**src/rtl/alu_pkg.sv**
```systemverilog
// Shared opcode and state encodings for the sequential ALU.
package alu_pkg;

  typedef enum logic [3:0] {
    IINC  = 4'd0,
    IADD  = 4'd1,
    ISUB  = 4'd2,
    IMUL  = 4'd3,
    IDIV  = 4'd4,
    IREM  = 4'd5,
    IAND  = 4'd6,
    IOR   = 4'd7,
    IXOR  = 4'd8,
    INEG  = 4'd9,
    ISHL  = 4'd10,
    ISHR  = 4'd11,
    IUSHR = 4'd12
  } op_e;

  typedef enum logic [1:0] {
    ST_IDLE = 2'd0,
    ST_MUL  = 2'd1,
    ST_DIV  = 2'd2,
    ST_DONE = 2'd3
  } state_e;

endpackage

```
**src/rtl/alu_divider.sv**
```systemverilog
// Iterative unsigned restoring divider, one quotient bit per clock.
// done is asserted during the final step; quotient/remainder are valid
// while done is high (they show the result of the step in progress).
module alu_divider #(
  parameter int WIDTH = 32
) (
  input  logic             clk,
  input  logic             rst_n,
  input  logic             start,
  input  logic [WIDTH-1:0] dividend,
  input  logic [WIDTH-1:0] divisor,
  output logic             done,
  output logic [WIDTH-1:0] quotient,
  output logic [WIDTH-1:0] remainder
);
  localparam int CW = $clog2(WIDTH) + 1;
  localparam logic [CW-1:0] LAST_STEP = CW'(WIDTH - 1);

  logic             busy;
  logic [CW-1:0]    cnt;
  logic [WIDTH-1:0] quo;
  logic [WIDTH-1:0] rem;
  logic [WIDTH-1:0] dsr;
  logic [WIDTH:0]   r_sh;
  logic [WIDTH-1:0] r_sub;
  logic             fits;
  logic [WIDTH-1:0] quo_nxt;
  logic [WIDTH-1:0] rem_nxt;

  // One restoring step: shift in the next dividend bit, subtract if it fits.
  // When it fits the difference is below the divisor, so WIDTH bits suffice.
  always_comb begin
    r_sh    = {rem, quo[WIDTH-1]};
    r_sub   = r_sh[WIDTH-1:0] - dsr;
    fits    = (r_sh >= {1'b0, dsr});
    quo_nxt = {quo[WIDTH-2:0], fits};
    rem_nxt = fits ? r_sub : r_sh[WIDTH-1:0];
  end

  assign done      = busy && (cnt == LAST_STEP);
  assign quotient  = quo_nxt;
  assign remainder = rem_nxt;

  // Load on start, then iterate WIDTH steps and drop busy on the last one.
  always_ff @(posedge clk or negedge rst_n) begin
    if (!rst_n) begin
      busy <= 1'b0;
      cnt  <= '0;
      quo  <= '0;
      rem  <= '0;
      dsr  <= '0;
    end else if (start) begin
      busy <= 1'b1;
      cnt  <= '0;
      quo  <= dividend;
      rem  <= '0;
      dsr  <= divisor;
    end else if (busy) begin
      quo <= quo_nxt;
      rem <= rem_nxt;
      cnt <= cnt + CW'(1);
      if (cnt == LAST_STEP) busy <= 1'b0;
    end
  end

endmodule

```
**src/rtl/alu_seq.sv**
```systemverilog
// Sequential integer ALU with valid/ready handshakes on both sides.
//
//   state   | meaning
//   --------+------------------------------------------------
//   ST_IDLE | waiting for a request (in_ready high)
//   ST_MUL  | shift-add multiply, one partial product per clock
//   ST_DIV  | restoring divide running in alu_divider
//   ST_DONE | result held until out_ready
module alu_seq
  import alu_pkg::*;
#(
  parameter int WIDTH = 32,
  parameter int SHW   = $clog2(WIDTH)
) (
  input  logic             clk,
  input  logic             rst_n,
  input  logic             in_valid,
  output logic             in_ready,
  input  logic [3:0]       op_select,
  input  logic [WIDTH-1:0] operand_a,
  input  logic [WIDTH-1:0] operand_b,
  output logic             out_valid,
  input  logic             out_ready,
  output logic [WIDTH-1:0] result_lo,
  output logic [WIDTH-1:0] result_hi,
  output logic             div_by_zero,
  output logic             illegal_op
);
  localparam logic [SHW:0] LAST_STEP = (SHW+1)'(WIDTH - 1);

  state_e             state;
  state_e             state_nxt;
  op_e                op_in;
  logic               ready_en;
  logic               accept;
  logic               b_zero;
  logic               div_start;
  logic [WIDTH-1:0]   a_mag;
  logic [WIDTH-1:0]   b_mag;
  logic [SHW-1:0]     shamt;
  logic [WIDTH-1:0]   sc_lo;
  logic               sc_dbz;
  logic               sc_ill;
  logic [SHW:0]       cnt;
  logic [WIDTH-1:0]   mcand;
  logic [WIDTH-1:0]   p_hi;
  logic [WIDTH-1:0]   p_lo;
  logic [WIDTH:0]     mul_sum;
  logic [2*WIDTH-1:0] mul_prod;
  logic [2*WIDTH-1:0] mul_fix;
  logic               neg_res;
  logic               neg_rem;
  logic               is_rem;
  logic               div_done;
  logic [WIDTH-1:0]   div_q;
  logic [WIDTH-1:0]   div_r;
  logic [WIDTH-1:0]   div_fix;

  assign op_in     = op_e'(op_select);
  assign in_ready  = ready_en && (state == ST_IDLE);
  assign out_valid = (state == ST_DONE);
  assign accept    = in_valid && in_ready;
  assign b_zero    = (operand_b == '0);
  assign div_start = accept && ((op_in == IDIV) || (op_in == IREM)) && !b_zero;
  assign a_mag     = operand_a[WIDTH-1] ? -operand_a : operand_a;
  assign b_mag     = operand_b[WIDTH-1] ? -operand_b : operand_b;
  assign shamt     = operand_b[SHW-1:0];

  alu_divider #(.WIDTH(WIDTH)) u_div (
    .clk       (clk),
    .rst_n     (rst_n),
    .start     (div_start),
    .dividend  (a_mag),
    .divisor   (b_mag),
    .done      (div_done),
    .quotient  (div_q),
    .remainder (div_r)
  );

  // Single-cycle results, also the zero-divisor and illegal-opcode outcomes.
  always_comb begin
    sc_lo  = '0;
    sc_dbz = 1'b0;
    sc_ill = 1'b0;
    case (op_in)
      IINC:       sc_lo = operand_a + WIDTH'(1);
      IADD:       sc_lo = operand_a + operand_b;
      ISUB:       sc_lo = operand_a - operand_b;
      IAND:       sc_lo = operand_a & operand_b;
      IOR:        sc_lo = operand_a | operand_b;
      IXOR:       sc_lo = operand_a ^ operand_b;
      INEG:       sc_lo = ~operand_a;
      ISHL:       sc_lo = operand_a << shamt;
      ISHR:       sc_lo = $unsigned($signed(operand_a) >>> shamt);
      IUSHR:      sc_lo = operand_a >> shamt;
      IDIV, IREM: sc_dbz = b_zero;
      IMUL:       sc_lo = '0;
      default:    sc_ill = 1'b1;
    endcase
  end

  // Multiply step on magnitudes (multiplier in p_lo shifts out as product
  // fills in) and the sign fixes applied when the last step completes.
  always_comb begin
    mul_sum  = {1'b0, p_hi} + (p_lo[0] ? {1'b0, mcand} : '0);
    mul_prod = {mul_sum, p_lo[WIDTH-1:1]};
    mul_fix  = neg_res ? -mul_prod : mul_prod;
    if (is_rem) div_fix = neg_rem ? -div_r : div_r;
    else        div_fix = neg_res ? -div_q : div_q;
  end

  // Next-state logic.
  always_comb begin
    state_nxt = state;
    case (state)
      ST_IDLE: begin
        if (accept) begin
          if (op_in == IMUL) state_nxt = ST_MUL;
          else if (div_start) state_nxt = ST_DIV;
          else state_nxt = ST_DONE;
        end
      end
      ST_MUL:  if (cnt == LAST_STEP) state_nxt = ST_DONE;
      ST_DIV:  if (div_done) state_nxt = ST_DONE;
      ST_DONE: if (out_ready) state_nxt = ST_IDLE;
      default: state_nxt = ST_IDLE;
    endcase
  end

  // State register.
  always_ff @(posedge clk or negedge rst_n) begin
    if (!rst_n) state <= ST_IDLE;
    else        state <= state_nxt;
  end

  // Keeps in_ready low until the first clock edge after reset release.
  always_ff @(posedge clk or negedge rst_n) begin
    if (!rst_n) ready_en <= 1'b0;
    else        ready_en <= 1'b1;
  end

  // Operand capture, multiply iteration and result registers.
  always_ff @(posedge clk or negedge rst_n) begin
    if (!rst_n) begin
      cnt         <= '0;
      mcand       <= '0;
      p_hi        <= '0;
      p_lo        <= '0;
      neg_res     <= 1'b0;
      neg_rem     <= 1'b0;
      is_rem      <= 1'b0;
      result_lo   <= '0;
      result_hi   <= '0;
      div_by_zero <= 1'b0;
      illegal_op  <= 1'b0;
    end else begin
      case (state)
        ST_IDLE: begin
          if (accept) begin
            cnt         <= '0;
            mcand       <= a_mag;
            p_hi        <= '0;
            p_lo        <= b_mag;
            neg_res     <= operand_a[WIDTH-1] ^ operand_b[WIDTH-1];
            neg_rem     <= operand_a[WIDTH-1];
            is_rem      <= (op_in == IREM);
            result_lo   <= sc_lo;
            result_hi   <= '0;
            div_by_zero <= sc_dbz;
            illegal_op  <= sc_ill;
          end
        end
        ST_MUL: begin
          p_hi <= mul_prod[2*WIDTH-1:WIDTH];
          p_lo <= mul_prod[WIDTH-1:0];
          cnt  <= cnt + (SHW+1)'(1);
          if (cnt == LAST_STEP) begin
            result_hi <= mul_fix[2*WIDTH-1:WIDTH];
            result_lo <= mul_fix[WIDTH-1:0];
          end
        end
        ST_DIV: begin
          if (div_done) result_lo <= div_fix;
        end
        default: begin
        end
      endcase
    end
  end

endmodule

```
**config.mk**
```make
export PLATFORM = sky130hd
export DESIGN_NAME = alu_seq
export DESIGN_NICKNAME = d
export VERILOG_FILES = /design/src/rtl/alu_pkg.sv /design/src/rtl/alu_divider.sv /design/src/rtl/alu_seq.sv
export SDC_FILE = /design/constraint.sdc
export NUM_CORES = 1
export LEC_CHECK = 0
export BUFFER_PORTS_ARGS = -buffer_cell sky130_fd_sc_hd__buf_2
export CORE_UTILIZATION = 40
export CTS_CLUSTER_DIAMETER = 150
export DETAILED_ROUTE_END_ITERATION = 8
export MAX_ROUTING_LAYER = met4
export PLACE_DENSITY_LB_ADDON = 0.1
export SYNTH_ARGS = -nofsm -noshare
export SYNTH_HDL_FRONTEND = slang
export SYNTH_HIERARCHICAL = 1
export SYNTH_SLANG_ARGS = --single-unit
```
**constraint.sdc**
```tcl
create_clock -name clk -period 7.3 [get_ports clk]
set_clock_uncertainty 0.2 [all_clocks]
set_input_delay 0.365 -clock clk [delete_from_list [all_inputs] [get_ports clk]]
set_output_delay 0.365 -clock clk [all_outputs]
set_load 0.005 [all_outputs]
```
# Yosys cells after proc, flatten, opt, wreduce, memory -nomap -nowiden
# Index checks and enable logic that the tools add are counted.
# Widths: inputs -> output; s select.
classes:
  add_sub_neg: 12
  n_mux: 39
  mul: 0
  div: 0
  n_eq_ne: 21
  n_bitwise: 5
  n_lt_le_gt_ge: 1
  shift: 3
  reduce_logical: 20
op_table:
  columns: ["op", "n"]
  rows:
  - ["$mux 32", 17]
  - ["$pmux 32 s10", 1]
  - ["$pmux 32 s2", 3]
  - ["$neg 32->32", 4]
  - ["$pmux 32 s3", 1]
  - ["$mux 64", 1]
  - ["$neg 64->64", 1]
  - ["$sub 32x32->32", 2]
  - ["$add 32x32->33", 1]
  - ["$ge 33x32->1", 1]
  - ["$add 32x1->32 const B", 1]
  - ["$add 32x32->32", 1]
  - ["$and 32x32->32", 1]
  - ["$logic_not 32->1", 1]
  - ["$not 32->32", 1]
  - ["$or 32x32->32", 1]
  - ["$shl 32x5->32", 1]
  - ["$shr 32x5->32", 1]
  - ["$sshr 32x5->32", 1]
  - ["$xor 32x32->32", 1]
  - ["$eq 4x4->1 const B", 5]
  - ["$mux 6", 3]
  - ["$eq 4x3->1 const B", 4]
  - ["$reduce_or 13->1", 1]
  - ["other kinds (24)", 46]
word_totals:
  latch_bits: 0
  out_inout_bits: 68
  romBits: 0
  mem_bits_rw: 0
  register_bits: 277
  word_cells: 119
  inputBits: 72
  memories: 0

# Depth between registers and ports, before layout
# Gate-level depths: netlist of the first run.
depth:
  word_depth: 9
  depth_mapped: 26
  mapped_depth_nobuf: 23

# Cells and area by module
# Netlist of the first run, hierarchy kept.
by_module_without_submodules:
  columns: ["mod", "n_inst", "area_per_inst_um2", "cells_each", "seq_area_each_um2"]
  rows:
  - ["alu_seq", 1, 21823.4, 2850, 4354.2]
  - ["alu_divider", 1, 6765.2, 769, 2577.5]

# Worst setup path before layout of the first run
# No wires, ideal clock.
synth_path:
  path_kind: "input port to flip-flop"
  startpoint: "in operand_b[0]"
  endpoint: "reg result_lo[31]"
  t_required_ns: 6.979
  path_buffers: 4
  t_arrival_ns: 5.527
  cell_stages: 24
  setup_ns: 0.121
  setup_slack_ns: 1.452
  cell_sequence: "buf_2 -> buf_1 -> clkinv_1 -> clkbuf_1 -> ha_1 -> or3b_2 -> and4b_1 -> clkbuf_1 -> nand4_1 -> or3_1 -> nor3_1 -> nand2_1 -> xnor2_1 -> a21oi_1 -> nor2_1 -> ha_1 -> a21oi_1 -> o21bai_1 -> a21oi_1 -> a21boi_0 -> o22ai_1 -> a2111oi_0 -> a21oi_1 -> o22a_1"
synth_via:
  elab_chain_len: 4
  elab_cells_between_ends: 8
  cone_classes: "2 x add/sub; 3 x shift; 3 x mux"
synth_rtl:
  columns: ["item", "line", "text"]
  rows:
  - ["start, declared", "alu_seq.sv:21", "input logic [WIDTH-1:0] operand_b,"]
  - ["$sub 32x32->32, or another cell as far along", "alu_seq.sv:88", "ISUB: sc_lo = operand_a - operand_b;"]
  - ["$pmux 32 s10 *", "alu_seq.sv:85", "case (op_in)"]
  - ["$mux 32 *", "alu_seq.sv:159", "if (accept) begin"]
  - ["$pmux 32 s3 *", "alu_seq.sv:157", "case (state)"]
  - ["end signal, assigned", "alu_seq.sv:167", "result_lo <= sc_lo;"]
  - ["end signal, assigned", "alu_seq.sv:179", "result_lo <= mul_fix[WIDTH-1:0];"]
  - ["end signal, assigned", "alu_seq.sv:183", "if (div_done) result_lo <= div_fix;"]
  - ["end, declared", "alu_seq.sv:24", "output logic [WIDTH-1:0] result_lo,"]
# Every way passes the cells marked *; elsewhere a longest branch is shown, timed or not. The select of a mux whose other input is x is not followed.
# A chain may end at the register's enable or synchronous reset.

# Final worst setup path of the first run
layout_path:
  startpoint: "reg u_div.rem[0]"
  endpoint: "reg result_lo[28]"
layout_via:
  elab_chain_len: 7
  elab_cells_between_ends: 10
  cone_classes: "3 x add/sub; 1 x order compare; 6 x mux"
layout_rtl:
  columns: ["item", "line", "text"]
  rows:
  - ["start, declared", "alu_divider.sv:22", "logic [WIDTH-1:0] rem;"]
  - ["start signal, assigned", "alu_divider.sv:60", "rem <= rem_nxt;"]
  - ["$sub 32x32->32 or $ge 33x32->1 (tied branches)", "alu_divider.sv:34, alu_divider.sv:35", null]
  - ["$mux 32 *", "alu_divider.sv:37", "rem_nxt = fits ? r_sub : r_sh[WIDTH-1:0];"]
  - ["via div_r[10]", "alu_seq.sv:56", "logic [WIDTH-1:0] div_r;"]
  - ["$neg 32->32 *", "alu_seq.sv:108", "if (is_rem) div_fix = neg_rem ? -div_r : div_r;"]
  - ["$mux 32 * (2 in a row)", "alu_seq.sv:108", null]
  - ["$mux 32 *", "alu_seq.sv:183", null]
  - ["$pmux 32 s3 *", "alu_seq.sv:157", null]
# The timed path passes the listed nets; every way through them passes the cells marked *. The select of a mux whose other input is x is not followed.

==> summary.txt, run 1 <==
Hold Path Class: in -> reg
Area grow syn2layout: 8.80%
Synth async-reset ratio: 100%
Static leakage: 0.0135 uW
I/O pin count: 140
Area share of fa/ha/maj cells after synthesis: 7.78%
Sw Share: 52.0%
Total CTS buffers: 37
Multiplexer share of the synthesized area: 10.6%
Critical path class: reg -> reg
Cells after Synth: 3619
Post-CTS resize count: 0
Yosys top cell by area: dfrtp_1
TritonRoute pass-1 iters: 6
Synth top area cells: dfrtp_1 (24%), ha_1 (7.6%), o21ai_0 (5.8%)
Final setup fails: 0
Sequential power share: 20.7%
Xor/xnor share of the synthesized area: 8.18%
Synth Area in Simple Gates: 19.5%
Dpl hpwl: 95.3 mm
Clock group share of total power: 13.8%
Global-route wire length before repair: 186 mm
Sequential share of the synthesized area: 24.2%
Hold_buf cts: 4
Synth top area share: 24.2%
Remaining antenna violation count after routing: 0
Distinct cell type count after synthesis: 97
Chip Width: 269 um
Fin. max-slew vios: 0
Layout cells sized above 1: 12.3%
Placement Cell Area: 29800 um^2
Highest Clock Rate: 0.161 GHz
Post-synth net total: 3867
Remaining Overflow, GRT: 0
Status: completed
Worst Setup End Kind: flip-flop
PwrDens: 449 nW/um^2
Setup bufs post-CTS: 0
Syn Std Cell Area: 28600 um^2
Dpl ws: 1100 ps
Largest family of logic cells by synthesized area: compound AO/OA/AOI/OAI gates
Final min period: 6230 ps
Final hold vios: 0
Final Cycle Share: 85.3%
CTS root buffer: clkbuf_16
CP required: 7550 ps
Die area: 72500 um^2
Int Pwr: 6700 uW
CORE AREA: 70400 um^2
CP Max Fanout: 28
Maximum vdd ir drop: 0.000231 V
Clock Latency Late Sink: 560 ps
Gr usage total: 35.0%
Filler cells: 7181
Vias: 28400
Final Power: 14000 uW
Clock Path Buffers: 3
Utilization after layout: 44.2%
Syn_area_per_cell: 7.90 um^2
Drt wl/cell: 27.8 um
Buffers on Ports: 139
# Max-Cap Violations: 0
Ys Warns: 6
Die Y: 269 um
Prevailing post-synth register cell: dfrtp_1
Initial drt markers: 2829
Fin nets: 3827
Row count: 97
Multi-input logic area: 20000 um^2
Worst slew pin tran: 1190 ps
Wirelength, routed: 126 mm
H-tree Lvls: 2
Max transition margin: 20.2%
Initial Util: 40.6%
Clk slew on worst S/H paths: 60 ps
Reg area: 6940 um^2
Vias in the first global route: 27400
DR vias/cell: 6.25
Post-synth EDFFs: 0
RePlAce Congestion: 1.02
Worst setup margin: 1070 ps
Flops & latches, synth: 277
Compound-gate portion of the synthesized area: 23.6%
RSZ-0062 raised after global routing: false
P_sw: 7270 uW
Post-route cell area: 31100 um^2
TritonCTS clock tree: done
Initial antenna violation count: 2
CP startpoint kind: flip-flop
# clock sinks: 277
Crit path DAT: 6480 ps
Final setup TNS: 0 ps
Drc violations: 0
Comb pwr share: 65.5%
Pin count of the biggest net entering global routing: 163
-- cells by family (layout without fill, tap and decap cells) --
logic type | count (synthesis) | after routing
compound gates | 1057 | 1057
xor+xnor | 266 | 266
fa+ha+maj | 176 | 176
buf+inv | 427 | 413
flops | 277 | 277
mux | 223 | 223
other cells | 1 | 3
simple gates | 1192 | 1192
-- path summary, 6_finish.rpt --
kind / cells past startpoint / start / slack, ps / endpoint
worst max-delay path: 19 / u_div/rem[0] / 1070 / result_lo[28]
worst min-delay path: 3 / operand_a[0] / 60 / u_div/quo[0]
worst max register to register: 19 / u_div/rem[0] / 1070 / result_lo[28]
worst min register to register: 2 / result_hi[29] / 270 / result_hi[29]
max in group asynchronous: 3 / rst_n / 5220 / u_div/busy
min in group asynchronous: 2 / rst_n / 200 / result_hi[19]
-- routing by layer --
layer,routed length (um),global-route usage [%],part of all wire [%],vias to the layer above
li1,-,-,-,13000
met3,9190,4.76,7.3,271
met2,55400,52.4,44,1240
met5,0,-,0,-
met4,6840,16.6,5.4,0
met1,54800,46.5,43,14000
-- Yosys cell counts, types with 9 or more instances --
| master | count |
|---|---|
| buf_1 | 25 |
| o21a_1 | 27 |
| buf_4 | 32 |
| o41ai_1 | 23 |
| o31ai_1 | 63 |
| a221oi_1 | 25 |
| xor2_1 | 103 |
| or4_1 | 17 |
| or3_1 | 43 |
| o21ai_0 | 333 |
| nand4_1 | 33 |
| or2_2 | 19 |
| nor2b_1 | 15 |
| mux2i_1 | 109 |
| o21ai_1 | 18 |
| inv_1 | 137 |
| o221ai_1 | 14 |
| nor4_1 | 24 |
| o211ai_1 | 27 |
| clkbuf_1 | 214 |
| a31oi_1 | 26 |
| a311oi_1 | 9 |
| dfrtp_1 | 277 |
| o2111ai_1 | 16 |
| a21oi_1 | 226 |
| mux2_2 | 53 |
| a22oi_1 | 12 |
| nand2_1 | 413 |
| o22ai_1 | 35 |
| and3_1 | 22 |
| a211oi_1 | 31 |
| a21o_1 | 54 |
| nand3_1 | 65 |
| nor2_1 | 358 |
| a22o_1 | 28 |
| nor3_1 | 58 |
| mux4_2 | 56 |
| o21bai_1 | 11 |
| and2_1 | 49 |
| ha_1 | 173 |
| xnor2_1 | 162 |
| nand2b_1 | 34 |
-- power by group through the flow --
stage / sequential, uW / clock [uW] / combinational, uW
final: 2890 / 1930 / 9150
after global routing: 2970 / 2030 / 9920
after CTS: 2870 / 1970 / 9000
after detailed placement: 2890 / 0 / 8940
after global placement: 2880 / 0 / 8890
after floorplan: 2570 / 0 / 6650
-- state kept, by name, summed over array words and instances, names as in the netlist, 2 cells and up --
name,cells
p_hi,32
state,2
p_lo,32
u_div/dsr,32
result_hi,32
u_div/rem,32
mcand,32
u_div/cnt,6
result_lo,32
cnt,6
u_div/quo,32
-- through the flow --
stage               cells  hold slack [ps]
floorplan            3619             -131
global placement     4476              232
detailed placement   4476              245
CTS                  4545             44.6
global route         4546             70.9
finish               4547             61.7
-- worst max-delay path, stage by stage (launching register included) --
cell	delay (ps)
dfrtp_1	430
ha_1	340
nor2b_1	150
o21bai_1	260
a21boi_1	190
a211oi_2	420
a21oi_2	140
o21ai_4	630
buf_4	450
mux2_2	430
nor4_1	390
nand3_1	300
nor4_1	450
nand2_1	180
o31ai_1	290
xor2_1	170
mux2i_1	120
a22oi_1	240
o21ai_0	100
a31o_2	220
-- placed cells by master (no fill, tap or decap), types with 109 or more instances in the layout --
| cell | instances |
|---|---|
| nand2_1 | 412 |
| ha_1 | 173 |
| a21oi_1 | 225 |
| inv_1 | 137 |
| xnor2_1 | 162 |
| mux2i_1 | 109 |
| dfrtp_1 | 275 |
| o21ai_0 | 333 |
| nor2_1 | 355 |
| buf_2 | 137 |
-- layout make-up --
class / count / area share [%]
multi-input combinational: 2915 / 64.1
antenna: 2 / 0.0161
clock inverter: 13 / 0.535
clock buffer: 52 / 3.51
sequential: 277 / 22.3
inverter: 143 / 1.73
timing repair buffer: 205 / 3.98
tap: 940 / 3.78
No activity file was read; power rests on OpenSTA's default activity.
==> run 2: changes to the inputs <==
- ABC_AREA: not set -> 1
==> summary.txt, run 2 <==
Status: completed
H-tree Lvls: 2 (unchanged)
Final hold vios: 0 (unchanged)
Row count: 102 (+5.2%)
Wirelength, routed: 154 mm (+22%)
Clk slew on worst S/H paths: 60 ps (about the same)
Reg area: 6940 um^2 (about the same)
Initial drt markers: 4174 (+48%)
Area grow syn2layout: 8.04%
R2R Path Start: u_div/dsr[15]
Final setup TNS: 0 ps (unchanged)
Prevailing post-synth register cell: dfrtp_1
Global-route wire length before repair: 223 mm (+19%)
Synth top area share: 22.0% (-2.2 points)
Drt wl/cell: 24.2 um (-13%)
Filler cells: 8693 (+21%)
Initial antenna violation count: 1 (-1)
Top layer in use: met4
Met2 WL post-DR: 66.6 mm (+20%)
FF-to-FF path depth: 28 (+9)
Synth async-reset ratio: 100% (unchanged)
Remaining Overflow, GRT: 0 (unchanged)
Fin nets: 5565 (+45%)
Yosys top cell by area: dfrtp_1
RePlAce Congestion: 1.09 (+7.2%)
Buffers on Ports: 139 (unchanged)
Drc violations: 0 (unchanged)
Multi-input logic area: 20700 um^2 (+3.5%)
Syn Std Cell Area: 31500 um^2 (+10%)
Cells after Synth: 5327 (+47%)
Vias: 35800 (+26%)
CORE AREA: 77600 um^2 (+10%)
Total CTS buffers: 39 (+5.4%)
Layout cells sized above 1: 8.03% (-4.3 points)
Sequential share of the synthesized area: 22.0% (-2.2 points)
Gr usage total: 39.3% (+4.3 points)
Placed cells: 6313 (+41%)
PwrDens: 363 nW/um^2 (-19%)
Post-synth net total: 5575 (+44%)
TritonCTS clock tree: done
Chip Width: 282 um (+4.9%)
Setup bufs post-CTS: 0 (unchanged)
Final Cycle Share: 71.8% (-14 points)
Die area: 79800 um^2 (+10%)
Commonest non-fill, non-tap cell in the layout: nand2_1
Clock Path Buffers: 3 (unchanged)
Synth top area cells: dfrtp_1 (22%), nand2_1 (22%), inv_1 (8.3%)
DR vias/cell: 5.60 (-10%)
Clock Latency Late Sink: 580 ps (+20 ps)
# Max-Cap Violations: 0 (unchanged)
Critical path class: in -> reg
Final min period: 5240 ps (-988 ps)
Crit path DAT: 5500 ps (-980 ps)
Initial Util: 40.5% (-0.070 points)
M1 WL: 65.9 mm (+20%)
Distinct cell type count after synthesis: 72 (-26%)
Ys Warns: 6 (unchanged)
Worst Setup End Kind: flip-flop
Pin count of the biggest net entering global routing: 119 (-27%)
Placement Cell Area: 32700 um^2 (+9.6%)
Dpl ws: 1890 ps (+797 ps)
Met3 WL: 11.0 mm (+20%)
Syn_area_per_cell: 5.91 um^2 (-25%)
Worst hold path depth: 3 (unchanged)
# clock sinks: 277 (unchanged)
TritonRoute pass-1 iters: 6 (unchanged)
Maximum vdd ir drop: 0.000228 V (-1.1%)
HP Start: op_select[0]
Final Power: 12400 uW (-12%)
RR Endpoint: result_lo[27]
Fin. max-slew vios: 0 (unchanged)
Most frequent cells in the layout: nand2_1 (1802), inv_1 (698), o21ai_0 (447)
Highest Clock Rate: 0.191 GHz (+19%)
Static leakage: 0.0180 uW (+33%)
Max transition margin: 18.3% (-1.9 points)
Post-route cell area: 34000 um^2 (+9.3%)
Synth top cells by count: nand2_1 (1802), inv_1 (699), o21ai_0 (447), nor2_1 (379), nand3_1 (376)
RSZ-0062 raised after global routing: false
Endpoint, Worst Hold: is_rem
Worst setup margin: 2060 ps (+988 ps)
Hold Path Class: in -> reg
I/O pin count: 140 (unchanged)
CP Max Fanout: 18 (-36%)
Vias in the first global route: 32900 (+20%)
CP startpoint: op_select[2]
Dpl hpwl: 122 mm (+28%)
Die Y: 282 um (+4.9%)
Finished Layout Cells: 6384 (+40%)
Flops & latches, synth: 277 (unchanged)
Reg2reg setup slack: 2440 ps (+1370 ps)
Final setup fails: 0 (unchanged)
CP startpoint kind: input port
CP required: 7560 ps (about the same)
Worst slew pin tran: 1220 ps (+37.7 ps)
Remaining antenna violation count after routing: 0 (unchanged)
CTS root buffer: clkbuf_16
Post-synth EDFFs: 0 (unchanged)
Most numerous cell in the Yosys netlist: nand2_1
==> run 2: changes by cell type after synthesis, sizes merged, moves of 57 or more <==
cell | previous run | this run
mux2i | 109 | 7
o21ai | 352 | 484
nand3 | 65 | 384
inv | 139 | 720
xnor2 | 163 | 3
nor2 | 359 | 423
o31ai | 65 | 5
clkbuf | 214 | 121
nand2 | 413 | 1869
mux2 | 58 | 1
==> run 2: worst max path at each step <==
stage / cells after the start / slack, ps / to
6_report: 21 / 2060 / result_lo[15]
5_1_grt: 26 / 1850 / result_lo[22]
4_1_cts: 21 / 2190 / result_lo[15]
3_5_place_dp: 25 / 1890 / result_lo[15]
3_3_place_gp: 25 / 1910 / result_lo[15]
2_1_floorplan: 30 / 3250 / result_lo[29]
==> run 2: critical path, cell delays in order <==
cell,delay (ps)
dlygate4sd3_1,520
buf_2,140
nor2_1,90
nand2_1,530
clkinv_1,720
nand2_1,190
o211ai_1,100
inv_1,100
ha_1,290
a21oi_1,340
inv_1,80
a31oi_1,340
o21ai_0,160
a21o_1,260
or2_2,290
nand2_1,220
nand4_1,340
nand2_1,150
nand2_1,110
nand2_1,80
nand2_1,60
==> run 2: layout make-up <==
class | count | share of cell area [%]
Clock inverter | 18 | 0.615
Timing Repair Buffer | 184 | 3.13
Sequential cell | 277 | 20.4
Clock buffer | 49 | 3.19
Multi-Input combinational cell | 4087 | 60.8
Inverter | 728 | 8.05
Tap cell | 1040 | 3.83
Antenna cell | 1 | 0.00736
==> run 2: routing by layer <==
metal / up-vias / global-route usage [%]
li1: 17100 / -
met1: 16700 / 50.2
met2: 1570 / 58.8
met3: 363 / 5.10
met4: 0 / 23.7
met5: - / -
==> run 2: cells by family (layout without fill, tap and decap cells) <==
kind of cell / count (synthesis) / after routing / share of synthesized area [%]
simple gates: 2890 / 2890 / 39.4
buf+inv: 963 / 979 / 12.4
compound gates: 936 / 936 / 16.7
flops: 277 / 277 / 22.0
fa+ha+maj: 176 / 176 / 7.07
xor+xnor: 76 / 76 / 2.12
mux: 8 / 8 / 0.259
other cells: 1 / 2 / 0.0119
==> run 2: repair_timing <==
item | 4_1_cts | 5_1_grt
hold endpoints to repair | 115 | 0
hold buffers | 3 | 0
gates resized for setup | 0 | 0
==> run 2: report_power, final <==
| group | switching, uW | total (uW) | internal, uW |
|---|---|---|---|
| Sequential | 507 | 2640 | 2140 |
| Combinational | 5530 | 7730 | 2200 |
| Clock | 816 | 1980 | 1160 |
==> run 2: through the flow <==
stage          utilization, %  hold WS, ps
4_1_cts                  43.8         38.2
3_5_place_dp             42.1          254
5_1_grt                  43.8          118
6_report                 43.8          104
3_3_place_gp             42.1          251
2_1_floorplan               -         -131
